$ cat config.mk
export PLATFORM = sky130hd
export DESIGN_NAME = intr_ctrl_flat
export DESIGN_NICKNAME = d
export VERILOG_FILES = /design/src/rtl/intr_ctrl_if.sv /design/src/rtl/intr_ctrl.sv /design/src/flat_wrapper.sv
export SDC_FILE = /design/constraint.sdc
export NUM_CORES = 1
export LEC_CHECK = 0
export ABC_AREA = 1
export BUFFER_PORTS_ARGS = -buffer_cell sky130_fd_sc_hd__buf_2
export CAP_MARGIN = 20
export CORE_ASPECT_RATIO = 0.8
export CORE_MARGIN = 3
export CORE_UTILIZATION = 24
export CTS_CLUSTER_SIZE = 16
export DETAILED_ROUTE_END_ITERATION = 12
export SYNTH_ARGS = -nofsm -noshare
export SYNTH_HDL_FRONTEND = slang
export SYNTH_SLANG_ARGS = --single-unit
$ cat constraint.sdc
create_clock -name clk -period 1.9 [get_ports clk]
set_input_delay 0.38 -clock clk [delete_from_list [all_inputs] [get_ports clk]]
set_output_delay 0.38 -clock clk [all_outputs]
set_load 0.02 [all_outputs]
$ cat src/rtl/intr_ctrl_if.sv
// Interrupt front-end bus between the core/CSR side (master) and intr_ctrl (slave).
interface intr_ctrl_if #(
  parameter int CNT_W = 8
);
  logic             intr_in;
  logic             instr_boundary;
  logic             mie;
  logic             mtvec_ready;
  logic             do_mret;
  logic             take_intr;
  logic             intr_pending;
  logic             in_isr;
  logic [CNT_W-1:0] intr_count;

  modport master (
    output intr_in, instr_boundary, mie, mtvec_ready, do_mret,
    input  take_intr, intr_pending, in_isr, intr_count
  );

  modport slave (
    input  intr_in, instr_boundary, mie, mtvec_ready, do_mret,
    output take_intr, intr_pending, in_isr, intr_count
  );
endinterface

$ cat src/rtl/intr_ctrl.sv
// External interrupt front end: synchronise, debounce, latch pending, and sequence
// take/ISR/post-MRET lockout ahead of the CSR block.
module intr_ctrl #(
  parameter int SYNC_STAGES     = 2,
  parameter int DEBOUNCE_CYCLES = 4,
  parameter int LOCKOUT_CYCLES  = 8,
  parameter int CNT_W           = 8
) (
  input  logic        clk,
  input  logic        rst,
  intr_ctrl_if.slave  bus
);

  localparam int DB_W = $clog2(DEBOUNCE_CYCLES + 1);
  localparam int LK_W = $clog2(LOCKOUT_CYCLES + 1);
  localparam logic [DB_W-1:0] DB_MAX  = DB_W'(DEBOUNCE_CYCLES);
  localparam logic [DB_W-1:0] DB_LAST = DB_W'(DEBOUNCE_CYCLES - 1);
  localparam logic [LK_W-1:0] LK_LOAD = LK_W'(LOCKOUT_CYCLES);
  localparam logic [LK_W-1:0] LK_ONE  = LK_W'(1);

  typedef enum logic [1:0] {S_IDLE, S_ISR, S_LOCKOUT} state_t;

  logic [SYNC_STAGES-1:0] r_sync;
  logic [DB_W-1:0]        r_db_cnt;
  logic                   r_armed;
  logic                   r_pending;
  logic [LK_W-1:0]        r_lock_cnt;
  logic [CNT_W-1:0]       r_count;
  state_t                 r_state;
  state_t                 w_state_nxt;
  logic                   w_sync_q;
  logic                   w_event;
  logic                   w_take;
  logic                   w_in_isr;

  assign w_sync_q = r_sync[SYNC_STAGES-1];
  // Event fires on the edge the run of highs reaches DEBOUNCE_CYCLES, once per press.
  assign w_event  = w_sync_q && r_armed && (r_db_cnt == DB_LAST);

  always_ff @(posedge clk or posedge rst) begin
    if (rst) begin
      r_sync <= '0;
    end else begin
      r_sync <= {r_sync[SYNC_STAGES-2:0], bus.intr_in};
    end
  end

  always_ff @(posedge clk or posedge rst) begin
    if (rst) begin
      r_db_cnt <= '0;
      r_armed  <= 1'b1;
    end else if (!w_sync_q) begin
      r_db_cnt <= '0;
      r_armed  <= 1'b1;
    end else begin
      if (r_db_cnt != DB_MAX) r_db_cnt <= r_db_cnt + 1'b1;
      if (w_event)            r_armed  <= 1'b0;
    end
  end

  // A new event in the take cycle wins over the clear.
  always_ff @(posedge clk or posedge rst) begin
    if (rst) begin
      r_pending <= 1'b0;
    end else begin
      r_pending <= w_event || (r_pending && !w_take);
    end
  end

  always_ff @(posedge clk or posedge rst) begin
    if (rst) begin
      r_state    <= S_IDLE;
      r_lock_cnt <= '0;
      r_count    <= '0;
    end else begin
      r_state <= w_state_nxt;
      if (r_state == S_ISR && bus.do_mret) begin
        r_lock_cnt <= LK_LOAD;
      end else if (r_state == S_LOCKOUT && r_lock_cnt != '0) begin
        r_lock_cnt <= r_lock_cnt - 1'b1;
      end
      if (w_take) r_count <= r_count + 1'b1;
    end
  end

  always_comb begin
    w_state_nxt = r_state;
    case (r_state)
      S_IDLE:    if (w_take)               w_state_nxt = S_ISR;
      S_ISR:     if (bus.do_mret)          w_state_nxt = S_LOCKOUT;
      S_LOCKOUT: if (r_lock_cnt == LK_ONE) w_state_nxt = S_IDLE;
      default:                             w_state_nxt = S_IDLE;
    endcase
  end

  always_comb begin
    w_take   = 1'b0;
    w_in_isr = 1'b0;
    case (r_state)
      S_IDLE:  w_take   = r_pending && bus.mie && bus.mtvec_ready && bus.instr_boundary;
      S_ISR:   w_in_isr = 1'b1;
      default: ;
    endcase
  end

  assign bus.take_intr    = w_take;
  assign bus.intr_pending = r_pending;
  assign bus.in_isr       = w_in_isr;
  assign bus.intr_count   = r_count;

endmodule

$ cat src/flat_wrapper.sv
// flat-port wrapper written by rule: the top's interface ports become plain ports
module intr_ctrl_flat 
#(
  parameter int SYNC_STAGES     = 2,
  parameter int DEBOUNCE_CYCLES = 4,
  parameter int LOCKOUT_CYCLES  = 8,
  parameter int CNT_W           = 8
)
  (clk, rst, bus_intr_in, bus_instr_boundary, bus_mie, bus_mtvec_ready, bus_do_mret, bus_take_intr, bus_intr_pending, bus_in_isr, bus_intr_count);
  intr_ctrl_if #(.CNT_W(CNT_W)) bus_i ();
  input  logic clk;
  input  logic rst;
  input wire logic [$bits(bus_i.intr_in)-1:0] bus_intr_in;
  input wire logic [$bits(bus_i.instr_boundary)-1:0] bus_instr_boundary;
  input wire logic [$bits(bus_i.mie)-1:0] bus_mie;
  input wire logic [$bits(bus_i.mtvec_ready)-1:0] bus_mtvec_ready;
  input wire logic [$bits(bus_i.do_mret)-1:0] bus_do_mret;
  output wire logic [$bits(bus_i.take_intr)-1:0] bus_take_intr;
  output wire logic [$bits(bus_i.intr_pending)-1:0] bus_intr_pending;
  output wire logic [$bits(bus_i.in_isr)-1:0] bus_in_isr;
  output wire logic [$bits(bus_i.intr_count)-1:0] bus_intr_count;
  assign bus_i.intr_in = bus_intr_in;
  assign bus_i.instr_boundary = bus_instr_boundary;
  assign bus_i.mie = bus_mie;
  assign bus_i.mtvec_ready = bus_mtvec_ready;
  assign bus_i.do_mret = bus_do_mret;
  assign bus_take_intr = bus_i.take_intr;
  assign bus_intr_pending = bus_i.intr_pending;
  assign bus_in_isr = bus_i.in_isr;
  assign bus_intr_count = bus_i.intr_count;
  intr_ctrl #(.SYNC_STAGES(SYNC_STAGES), .DEBOUNCE_CYCLES(DEBOUNCE_CYCLES), .LOCKOUT_CYCLES(LOCKOUT_CYCLES), .CNT_W(CNT_W)) u_core (.clk(clk), .rst(rst), .bus(bus_i));
endmodule
==> summary.txt, run 1 <==
Run status
  – Status: complete, no violations

Timing
  – Slew Limit Headroom: 0.821
  – RSZ-0062 raised after global routing: no
  – F_max: 0.601 GHz
  – Fin Clk Skew: 0.00141 ns
  – # setup viols final: 0
  – Final period util: 0.875
  – Least-Margin Pin Slew: 0.269 ns
  – Post-route minimum period: 1.66 ns
  – Final Hold Fails: 0
  – Max-slew violation count: 0
  – Setup TNS: 0 ns

Drt
  – Final ANT Viol Nets: 0
  – DR iter-0 viols: 66
  – Via-to-Cell Ratio: 3.95
  – Final wirelength: 1.95 mm
  – DRC viols: 0
  – Vias post-DR: 833
  – Drt pass-1 iters: 4
  – Routed wire per std cell: 9.24 µm

Synthesis
  – Post-Syn Instances: 133
  – Post-synthesis sequential area ratio: 0.483
  – Cell taking the most area after synthesis: dfrtp_1
  – Yosys cell types: 21
  – Syn avg cell area: 8.19 µm²
  – Most frequent cell after synthesis: nand2_1
  – Yosys top cell area share: 0.459
  – Post-Syn Area: 1090 µm²
  – Top cells by area, synth: dfrtp_1 46%, nand2_1 16%, ha_1 6.9%
  – Post-synth ARST share: 1.00
  – Ys Warns: 0
  – Top cells by count, synth: 46 x nand2_1, 20 x dfrtp_1, 16 x inv_1
  – FF+latch count, synth: 21
  – Main synth FF type: dfrtp_1
  – EDFF count, synth: 0
  – Net Count, Synth: 146

Worst setup path
  – CP max stage cell: dfrtp_1
  – Crit. End Element: output pin
  – CP peak stage delay: 0.40 ns
  – Req. time, crit path: 1.52 ns
  – Crit-path cells: nor2_1 -> nand2_4 -> inv_2 -> buf_2
  – Top Family by Delay on Critical Path: flip-flops
  – Critical path arrival: 1.28 ns
  – Crit path launch type: flop
  – Crit path buffers/inverters: 2
  – Reg2reg start: u_core.r_lock_cnt[0]$_DFFE_PP0P_
  – CP Class: flop to output pin
  – Crit. Startpoint: u_core.r_state[1]$_DFFE_PP0P_
  – Worst Path Max Fanout: 14

Place
  – Port Buffers: 17
  – Placer congestion estimate: 0.751
  – Placed insts: 207
  – Detailed placer's ending HPWL: 1.52 mm
  – Dpl cell area: 1240 µm²

Clocking
  – # hold bufs at CTS: 0
  – CTS resizes: 0
  – H-tree level count: 1
  – Root Buffer: clkbuf_8
  – # Post-CTS Setup Buffers: 0
  – Clk Latency, worst-skew pair: 0.26 ns
  – Num CTS Buffers: 3
  – Maximum clock path buffer count: 2
  – Clock Sinks: 21
  – Worst-path clk slew: 0.07 ns
  – CTS tree: built

Pwr
  – Pint: 967 µW
  – Comb power frac: 0.379
  – Switch Pwr: 642 µW
  – Max VDD drop: 0.344 mV
  – Power per cell area: 1250 nW/µm²
  – Lkg Pwr: 0.000698 µW
  – Flop pwr share: 0.437
  – Power share of the clock group: 0.184
  – Sw Ratio: 0.399

Final layout
  – Layout cell share with drive strength beyond 1: 0.227
  – Antenna diode count: 0
  – Area Growth Syn to Fin: 18.1%
  – Final instance area: 1290 µm²
  – Final #Nets: 168
  – Post-route insts no fill: 211

Global routing
  – First-pass GRT wire length: 3.35 mm
  – All-Layer GR Usage: 0.0829
  – Gr ovfl total: 0
  – Initial antenna violation count: 0
  – Number of global-route vias before repair: 763
  – Largest net degree at the start of global routing: 22

Job
  – MaxCap Viol Count: 0

Die
  – Starting Density: 0.254
  – I/O pin cnt: 18
  – Die ar.: 5390 µm²
  – Die width: 81.3 µm
  – Die H: 66.3 µm
  – Core Area: 4280 µm²
  – Placement Rows: 21

Hold path
  – HP Class: input pin to async pin
-- logic make-up (layout without fill, tap and decap cells) --
family	Yosys count	after routing	share of synthesized area
AOI/OAI and AO/OA	12	12	0.0620
xor gates and xnor gates	4	4	0.0322
adders and majority gates	6	6	0.0689
buffers and inverters	22	43	0.0827
DFF	21	21	0.483
and+or+nand+nor	68	68	0.271
-- final cells by class --
type / count / area, µm²
Fill cell: 454 / 3000
Sequential cell: 21 / 527
Multi-Input combinational cell: 90 / 473
Timing Repair Buffer: 18 / 92.6
Inverter: 21 / 78.8
Tap cell: 57 / 71.3
Clock buffer: 4 / 45.0
-- metal layers --
metal	vias to the layer above	share of wire	track usage	wire, µm
met5	-	0	0	0
met4	0	0.028	0.0506	55
met3	5	0.040	0.0150	77
met2	15	0.39	0.116	766
met1	365	0.54	0.117	1050
li1	448	-	-	-
-- power groups by stage --
stage / Combinational (µW) / Sequential [µW] / Clock (µW)
after floorplan: 416 / 752 / 0
after global placement: 615 / 709 / 0
after detailed placement: 618 / 714 / 0
after CTS: 623 / 706 / 306
after global routing: 717 / 734 / 316
final: 610 / 703 / 295
-- layout by cell type, fill, tap and decap left out, types with 2 or more instances in the layout --
| cell | Yosys | routed |
|---|---|---|
| nand2_1 | 46 | 46 |
| xor2_1 | 3 | 3 |
| buf_2 | 0 | 17 |
| nand3_1 | 7 | 7 |
| dfrtp_1 | 20 | 20 |
| o21ai_1 | 7 | 7 |
| nor2_1 | 7 | 7 |
| nand2_2 | 4 | 4 |
| clkbuf_8 | 0 | 3 |
| inv_2 | 5 | 5 |
| ha_1 | 6 | 6 |
| inv_1 | 16 | 16 |
| a21oi_1 | 2 | 2 |
-- path summary, 6_finish.rpt --
check	slack, ns	to	cells after the start
worst max-delay path	0.24	bus_take_intr	4
worst min-delay path	0.13	u_core.r_sync[0]$_DFF_PP0_	3
worst max register to register	0.68	u_core.r_lock_cnt[3]$_DFFE_PP0P_	7
worst min register to register	0.37	u_core.r_sync[1]$_DFF_PP0_	0
max in group asynchronous	1.50	u_core.r_armed$_DFFE_PP1P_	3
min in group clk	0.22	u_core.r_sync[0]$_DFF_PP0_	1
-- through the flow --
stage,utilization,power [µW],hold slack (ns),setup slack (ns)
after floorplan,-,1170,0.331,0.637
after global placement,0.290,1320,0.353,0.464
after detailed placement,0.290,1330,0.352,0.450
after CTS,0.301,1630,0.141,0.213
after global routing,0.301,1770,0.161,0.135
final,0.301,1610,0.126,0.237
-- flip-flops by register name, summed over array words and instances, names as in the netlist --
signal / flops
u_core.bus.intr_count: 8
u_core.bus.intr_pending: 1
u_core.r_armed: 1
u_core.r_db_cnt: 3
u_core.r_lock_cnt: 4
u_core.r_state: 2
u_core.r_sync: 2
-- tightest hold or removal path: cells and delay by family --
kind,cells,cell delay [ns]
buf+inv,3,0.39
Note: power is estimated with default switching activity, not from simulation.
==> run 2: changes to the inputs <==
- MAX_ROUTING_LAYER: default -> met4
==> run 2 against run 1 <==
Maximum frequency barely moved. Critical path type unchanged. Utilization stayed put. Highest routed layer unchanged. Critical endpoint unchanged. Clock skew about the same.
==> summary.txt, run 2 (synthesis results as in run 1) <==
Clocking
  – H-tree level count: 1 (unchanged)
  – # hold bufs at CTS: 0 (unchanged)
  – Worst-path clk slew: 0.07 ns (about the same)
  – Maximum clock path buffer count: 2 (unchanged)
  – Clock Sinks: 21 (unchanged)
  – Num CTS Buffers: 3 (unchanged)
  – # Post-CTS Setup Buffers: 0 (unchanged)
  – CTS tree: built (unchanged)
  – CTS resizes: 0 (unchanged)
  – Clk Latency, worst-skew pair: 0.26 ns (about the same)
  – Root Buffer: clkbuf_8 (unchanged)

Timing
  – Least-Margin Pin Slew: 0.269 ns (about the same)
  – Max-slew violation count: 0 (unchanged)
  – Setup TNS: 0 ns (unchanged)
  – # setup viols final: 0 (unchanged)
  – F_max: 0.602 GHz (was 0.601 GHz)
  – RSZ-0062 raised after global routing: no (unchanged)
  – Slew Limit Headroom: 0.821 (about the same)
  – Fin Clk Skew: 0.00162 ns (was 0.00141 ns)
  – Final hold slack: 0.127 ns (was 0.126 ns)
  – Final Hold Fails: 0 (unchanged)
  – Post-route minimum period: 1.66 ns (about the same)
  – Final period util: 0.875 (about the same)

Drt
  – Final ANT Viol Nets: 0 (unchanged)
  – Routed wire per std cell: 9.22 µm (was 9.24 µm)
  – DRC viols: 0 (unchanged)
  – Vias post-DR: 831 (was 833)
  – DR iter-0 viols: 82 (was 66)
  – Drt pass-1 iters: 4 (unchanged)
  – Via-to-Cell Ratio: 3.94 (was 3.95)
  – Final wirelength: 1.95 mm (about the same)

Hold path
  – HP Class: input pin to async pin (unchanged)

Global routing
  – Gr ovfl total: 0 (unchanged)
  – Number of global-route vias before repair: 762 (was 763)
  – Largest net degree at the start of global routing: 22 (unchanged)
  – First-pass GRT wire length: 3.35 mm (unchanged)
  – All-Layer GR Usage: 0.0851 (was 0.0829)
  – Initial antenna violation count: 0 (unchanged)

Final layout
  – Final instance area: 1290 µm² (unchanged)
  – Largest register FFs: 8 (unchanged)
  – Antenna diode count: 0 (unchanged)
  – Final #Nets: 168 (unchanged)
  – Area Growth Syn to Fin: 18.1% (unchanged)
  – Layout cell share with drive strength beyond 1: 0.227 (unchanged)
  – Commonest non-fill, non-tap cell in the layout: nand2_1 (unchanged)
  – Commonest non-fill, non-tap cells in the layout: 46 x nand2_1, 20 x dfrtp_1, 17 x buf_2, 16 x inv_1 (unchanged)
  – Post-route insts no fill: 211 (unchanged)

Worst setup path
  – CP max stage cell: dfrtp_1 (unchanged)
  – Crit. End Element: output pin (unchanged)
  – Crit-path cells: nor2_1 -> nand2_4 -> inv_2 -> buf_2 (unchanged)
  – Req. time, crit path: 1.52 ns (about the same)
  – Critical path arrival: 1.28 ns (about the same)
  – Crit path launch type: flop (unchanged)
  – CP Class: flop to output pin (unchanged)
  – Worst Path Max Fanout: 14 (unchanged)
  – Top Family by Delay on Critical Path: flip-flops (unchanged)
  – Crit path buffers/inverters: 2 (unchanged)
  – CP peak stage delay: 0.40 ns (about the same)
  – Crit path depth: 4 (unchanged)
  – Reg2Reg Depth: 7 (unchanged)

Pwr
  – Power per cell area: 1250 nW/µm² (about the same)
  – Max VDD drop: 0.344 mV (about the same)
  – Lkg Pwr: 0.000698 µW (unchanged)

Place
  – Dpl cell area: 1240 µm² (unchanged)
  – Placed insts: 207 (unchanged)
  – Placer congestion estimate: 0.761 (was 0.751)
  – Detailed placer's ending HPWL: 1.52 mm (unchanged)
  – Port Buffers: 17 (unchanged)

Die
  – Placement Rows: 21 (unchanged)
  – Die H: 66.3 µm (unchanged)
  – Starting Density: 0.254 (unchanged)
  – Die width: 81.3 µm (unchanged)
  – Core Area: 4280 µm² (unchanged)
  – I/O pin cnt: 18 (unchanged)
  – Die ar.: 5390 µm² (unchanged)

Run status
  – Status: complete, no violations (unchanged)

Job
  – MaxCap Viol Count: 0 (unchanged)
-- run 2: cell counts in the layout (fill, tap and decap cells not counted) --
No cell type changed its count.
-- run 2: tightest hold or removal path, cell delays in order --
cell and delay, ns:
buf_2 0.09, inv_1 0.04, buf_4 0.26
-- run 2: stage by stage --
stage | setup WS (ns) | utilization | total power (µW)
after global placement | 0.464 | 0.290 | 1320
after floorplan | 0.637 | - | 1170
final | 0.238 | 0.301 | 1610
after global routing | 0.135 | 0.301 | 1770
after detailed placement | 0.450 | 0.290 | 1330
after CTS | 0.213 | 0.301 | 1630
-- run 2: routing by layer --
layer,GRT usage,wire (µm)
met1,0.118,1070
met2,0.116,764
met3,0.0123,55
met4,0.0506,55
met5,-,0
-- run 2: path summary, 6_finish.rpt --
path / startpoint / end / slack (ns)
max reg2reg: u_core.r_lock_cnt[0]$_DFFE_PP0P_ / u_core.r_lock_cnt[3]$_DFFE_PP0P_ / 0.68
min: rst / u_core.r_sync[0]$_DFF_PP0_ / 0.13
min in group clk: bus_intr_in / u_core.r_sync[0]$_DFF_PP0_ / 0.22
min reg2reg: u_core.r_sync[0]$_DFF_PP0_ / u_core.r_sync[1]$_DFF_PP0_ / 0.36
max in group asynchronous: rst / u_core.r_armed$_DFFE_PP1P_ / 1.50
max: u_core.r_state[1]$_DFFE_PP0P_ / bus_take_intr / 0.24
-- run 2: area by class of cell --
cell class | count | area (µm²)
fillers | 454 | 3000
clock buffers | 4 | 45.0
multi-input cells | 90 | 473
flip-flops and latches | 21 | 527
well taps | 57 | 71.3
inverters | 21 | 78.8
repair buffers | 18 | 92.6
-- run 2: power by group --
part | switching [µW] | internal [µW]
sequential | 119 | 584
clock | 145 | 150
combinational | 377 | 233
==> run 3: changes to the inputs <==
- BUFFER_PORTS_ARGS: -buffer_cell sky130_fd_sc_hd__buf_2 -> default
- CAP_MARGIN: 20 -> 10
- DONT_BUFFER_PORTS: default -> 1
- PLACE_DENSITY: default -> 0.34
==> run 3 against run 2 <==
Sequential power up 11%. Via count fell by 3.1%. Global-route usage rose by 0.76 points. Sequential share of layout area grew 2.8 points. Die area stayed put. Non-clock buffer count is 17 lower. Utilization down 1.9 points. Routed wire length is 7.5% higher. Clock skew is 0.0023 ns higher. Worst setup slack got worse by 0.036 ns. Total power down 1.9%. Combinational power shrank 20%. Critical endpoint unchanged.
==> summary.txt, run 3 (synthesis results as in run 1) <==
Worst setup path
  – Req. time, crit path: 1.52 ns (about the same)
  – Crit-path cells: nand2_1 -> nor2_2 -> nand2_4 -> inv_2 (was nor2_1 -> nand2_4 -> inv_2 -> buf_2)
  – CP peak stage delay: 0.48 ns (was 0.40 ns)
  – CP max stage cell: dfrtp_1 (unchanged)
  – CP Class: flop to output pin (unchanged)
  – Worst r2r dst: u_core.bus.intr_count[4]$_DFFE_PP0P_ (was u_core.r_lock_cnt[3]$_DFFE_PP0P_)
  – Top Family by Delay on Critical Path: flip-flops (unchanged)
  – Flop-to-flop setup slack: 0.61 ns (was 0.68 ns)
  – Reg2reg start: u_core.bus.intr_count[1]$_DFFE_PP0P_ (was u_core.r_lock_cnt[0]$_DFFE_PP0P_)
  – Crit. End Element: output pin (unchanged)
  – Critical path arrival: 1.32 ns (was 1.28 ns)
  – Worst Path Max Fanout: 14 (unchanged)
  – Crit path buffers/inverters: 1 (was 2)
  – Crit path launch type: flop (unchanged)
  – Reg2Reg Depth: 4 (was 7)

Final layout
  – Antenna diode count: 0 (unchanged)
  – Final instance area: 1210 µm² (was 1290 µm²)
  – Final #Nets: 151 (was 168)
  – Commonest non-fill, non-tap cells in the layout: 46 x nand2_1, 20 x dfrtp_1, 16 x inv_1 (was 46 x nand2_1, 20 x dfrtp_1, 17 x buf_2, 16 x inv_1)
  – Layout cell share with drive strength beyond 1: 0.139 (was 0.227)
  – Number of fill cells: 468 (was 454)
  – Post-route insts no fill: 194 (was 211)
  – Storage cell area: 527 µm² (unchanged)
  – Commonest non-fill, non-tap cell in the layout: nand2_1 (unchanged)
  – Largest register FFs: 8 (unchanged)
  – Area Growth Syn to Fin: 10.7% (was 18.1%)
  – Multi-input gate area: 473 µm² (unchanged)

Timing
  – Final Hold Fails: 0 (unchanged)
  – # setup viols final: 0 (unchanged)
  – F_max: 0.589 GHz (was 0.602 GHz)
  – Max-slew violation count: 0 (unchanged)
  – Post-route minimum period: 1.70 ns (was 1.66 ns)
  – Final period util: 0.894 (was 0.875)
  – Slew Limit Headroom: 0.744 (was 0.821)
  – Least-Margin Pin Slew: 0.385 ns (was 0.269 ns)
  – Setup TNS: 0 ns (unchanged)
  – Final hold slack: 0.0275 ns (was 0.127 ns)
  – RSZ-0062 raised after global routing: no (unchanged)
  – Fin Clk Skew: 0.00392 ns (was 0.00162 ns)

Job
  – MaxCap Viol Count: 0 (unchanged)

Die
  – Starting Density: 0.254 (unchanged)
  – Die ar.: 5390 µm² (unchanged)
  – Die width: 81.3 µm (unchanged)
  – I/O pin cnt: 18 (unchanged)
  – Core Area: 4280 µm² (unchanged)
  – Die H: 66.3 µm (unchanged)
  – Placement Rows: 21 (unchanged)

Clocking
  – # hold bufs at CTS: 0 (unchanged)
  – Maximum clock path buffer count: 2 (unchanged)
  – CTS resizes: 0 (unchanged)
  – Worst-path clk slew: 0.09 ns (was 0.07 ns)
  – # Post-CTS Setup Buffers: 0 (unchanged)
  – Clk Latency, worst-skew pair: 0.26 ns (about the same)
  – Clock Sinks: 21 (unchanged)
  – Root Buffer: clkbuf_8 (unchanged)
  – Num CTS Buffers: 3 (unchanged)
  – CTS tree: built (unchanged)
  – H-tree level count: 1 (unchanged)

Hold path
  – HP Class: input pin to async pin (unchanged)

Pwr
  – Max VDD drop: 0.510 mV (was 0.344 mV)
  – Power per cell area: 1310 nW/µm² (was 1250 nW/µm²)
  – Lkg Pwr: 0.000617 µW (was 0.000698 µW)

Global routing
  – All-Layer GR Usage: 0.0928 (was 0.0851)
  – Largest net degree at the start of global routing: 22 (unchanged)
  – Number of global-route vias before repair: 788 (was 762)
  – Initial antenna violation count: 0 (unchanged)
  – First-pass GRT wire length: 3.71 mm (was 3.35 mm)
  – Gr ovfl total: 0 (unchanged)

Drt
  – Final wirelength: 2.09 mm (was 1.95 mm)
  – DR iter-0 viols: 35 (was 82)
  – Routed wire per std cell: 10.8 µm (was 9.22 µm)
  – DRC viols: 0 (unchanged)
  – Drt pass-1 iters: 4 (unchanged)
  – Vias post-DR: 805 (was 831)
  – Final ANT Viol Nets: 0 (unchanged)
  – Via-to-Cell Ratio: 4.15 (was 3.94)

Place
  – Dpl cell area: 1160 µm² (was 1240 µm²)
  – Detailed placer's ending HPWL: 1.58 mm (was 1.52 mm)
  – Port Buffers: 0 (was 17)
  – Placed insts: 190 (was 207)
  – Placer congestion estimate: 0.779 (was 0.761)

Run status
  – Status: complete, no violations (unchanged)
run 3: how the worst max path moves through the flow:
stage | startpoint | to | slack (ns) | cells after the start
after global placement | u_core.bus.intr_pending$_DFF_PP0_ | bus_take_intr | 0.51 | 4
after floorplan | u_core.bus.intr_pending$_DFF_PP0_ | bus_take_intr | 0.64 | 4
after CTS | u_core.bus.intr_pending$_DFF_PP0_ | bus_take_intr | 0.16 | 4
final | u_core.bus.intr_pending$_DFF_PP0_ | bus_take_intr | 0.20 | 4
after detailed placement | u_core.bus.intr_pending$_DFF_PP0_ | bus_take_intr | 0.48 | 4
after global routing | u_core.bus.intr_pending$_DFF_PP0_ | bus_take_intr | 0.09 | 4
run 3: cell type report:
| class | count | share of cell area |
|---|---|---|
| tap | 57 | 0.0591 |
| clock buffer | 3 | 0.0342 |
| timing repair buffer | 1 | 0.00622 |
| sequential | 21 | 0.437 |
| inverter | 21 | 0.0654 |
| clock inverter | 1 | 0.00622 |
| multi-input combinational | 90 | 0.392 |
run 3: per-stage QoR:
| stage | power, µW | setup slack (ns) | utilization |
|---|---|---|---|
| 5_1_grt | 1720 | 0.0866 | 0.282 |
| 6_report | 1580 | 0.202 | 0.282 |
| 3_5_place_dp | 1290 | 0.482 | 0.270 |
| 2_1_floorplan | 1170 | 0.637 | - |
| 3_3_place_gp | 1270 | 0.506 | 0.270 |
| 4_1_cts | 1610 | 0.164 | 0.282 |
run 3: report_power, final:
| group | switching, µW | internal (µW) | total [µW] | leakage (µW) |
|---|---|---|---|---|
| clock | 160 | 148 | 308 | 0.0000217 |
| combinational | 294 | 194 | 488 | 0.000327 |
| sequential | 199 | 582 | 781 | 0.000269 |
| total | 653 | 924 | 1580 | 0.000617 |
run 3: per-layer routing:
metal | global-route usage | vias up | share of wire
met5 | - | - | 0
met3 | 0.0436 | 2 | 0.070
met4 | 0.0274 | 0 | 0.0081
li1 | - | 415 | -
met1 | 0.107 | 371 | 0.44
met2 | 0.143 | 17 | 0.48
run 3: worst register-to-register path, cell delays in order (launching register included):
cell,delay [ns]
dfrtp_1,0.52
ha_1,0.30
nand3_1,0.15
o21ai_2,0.16
nand2_1,0.05
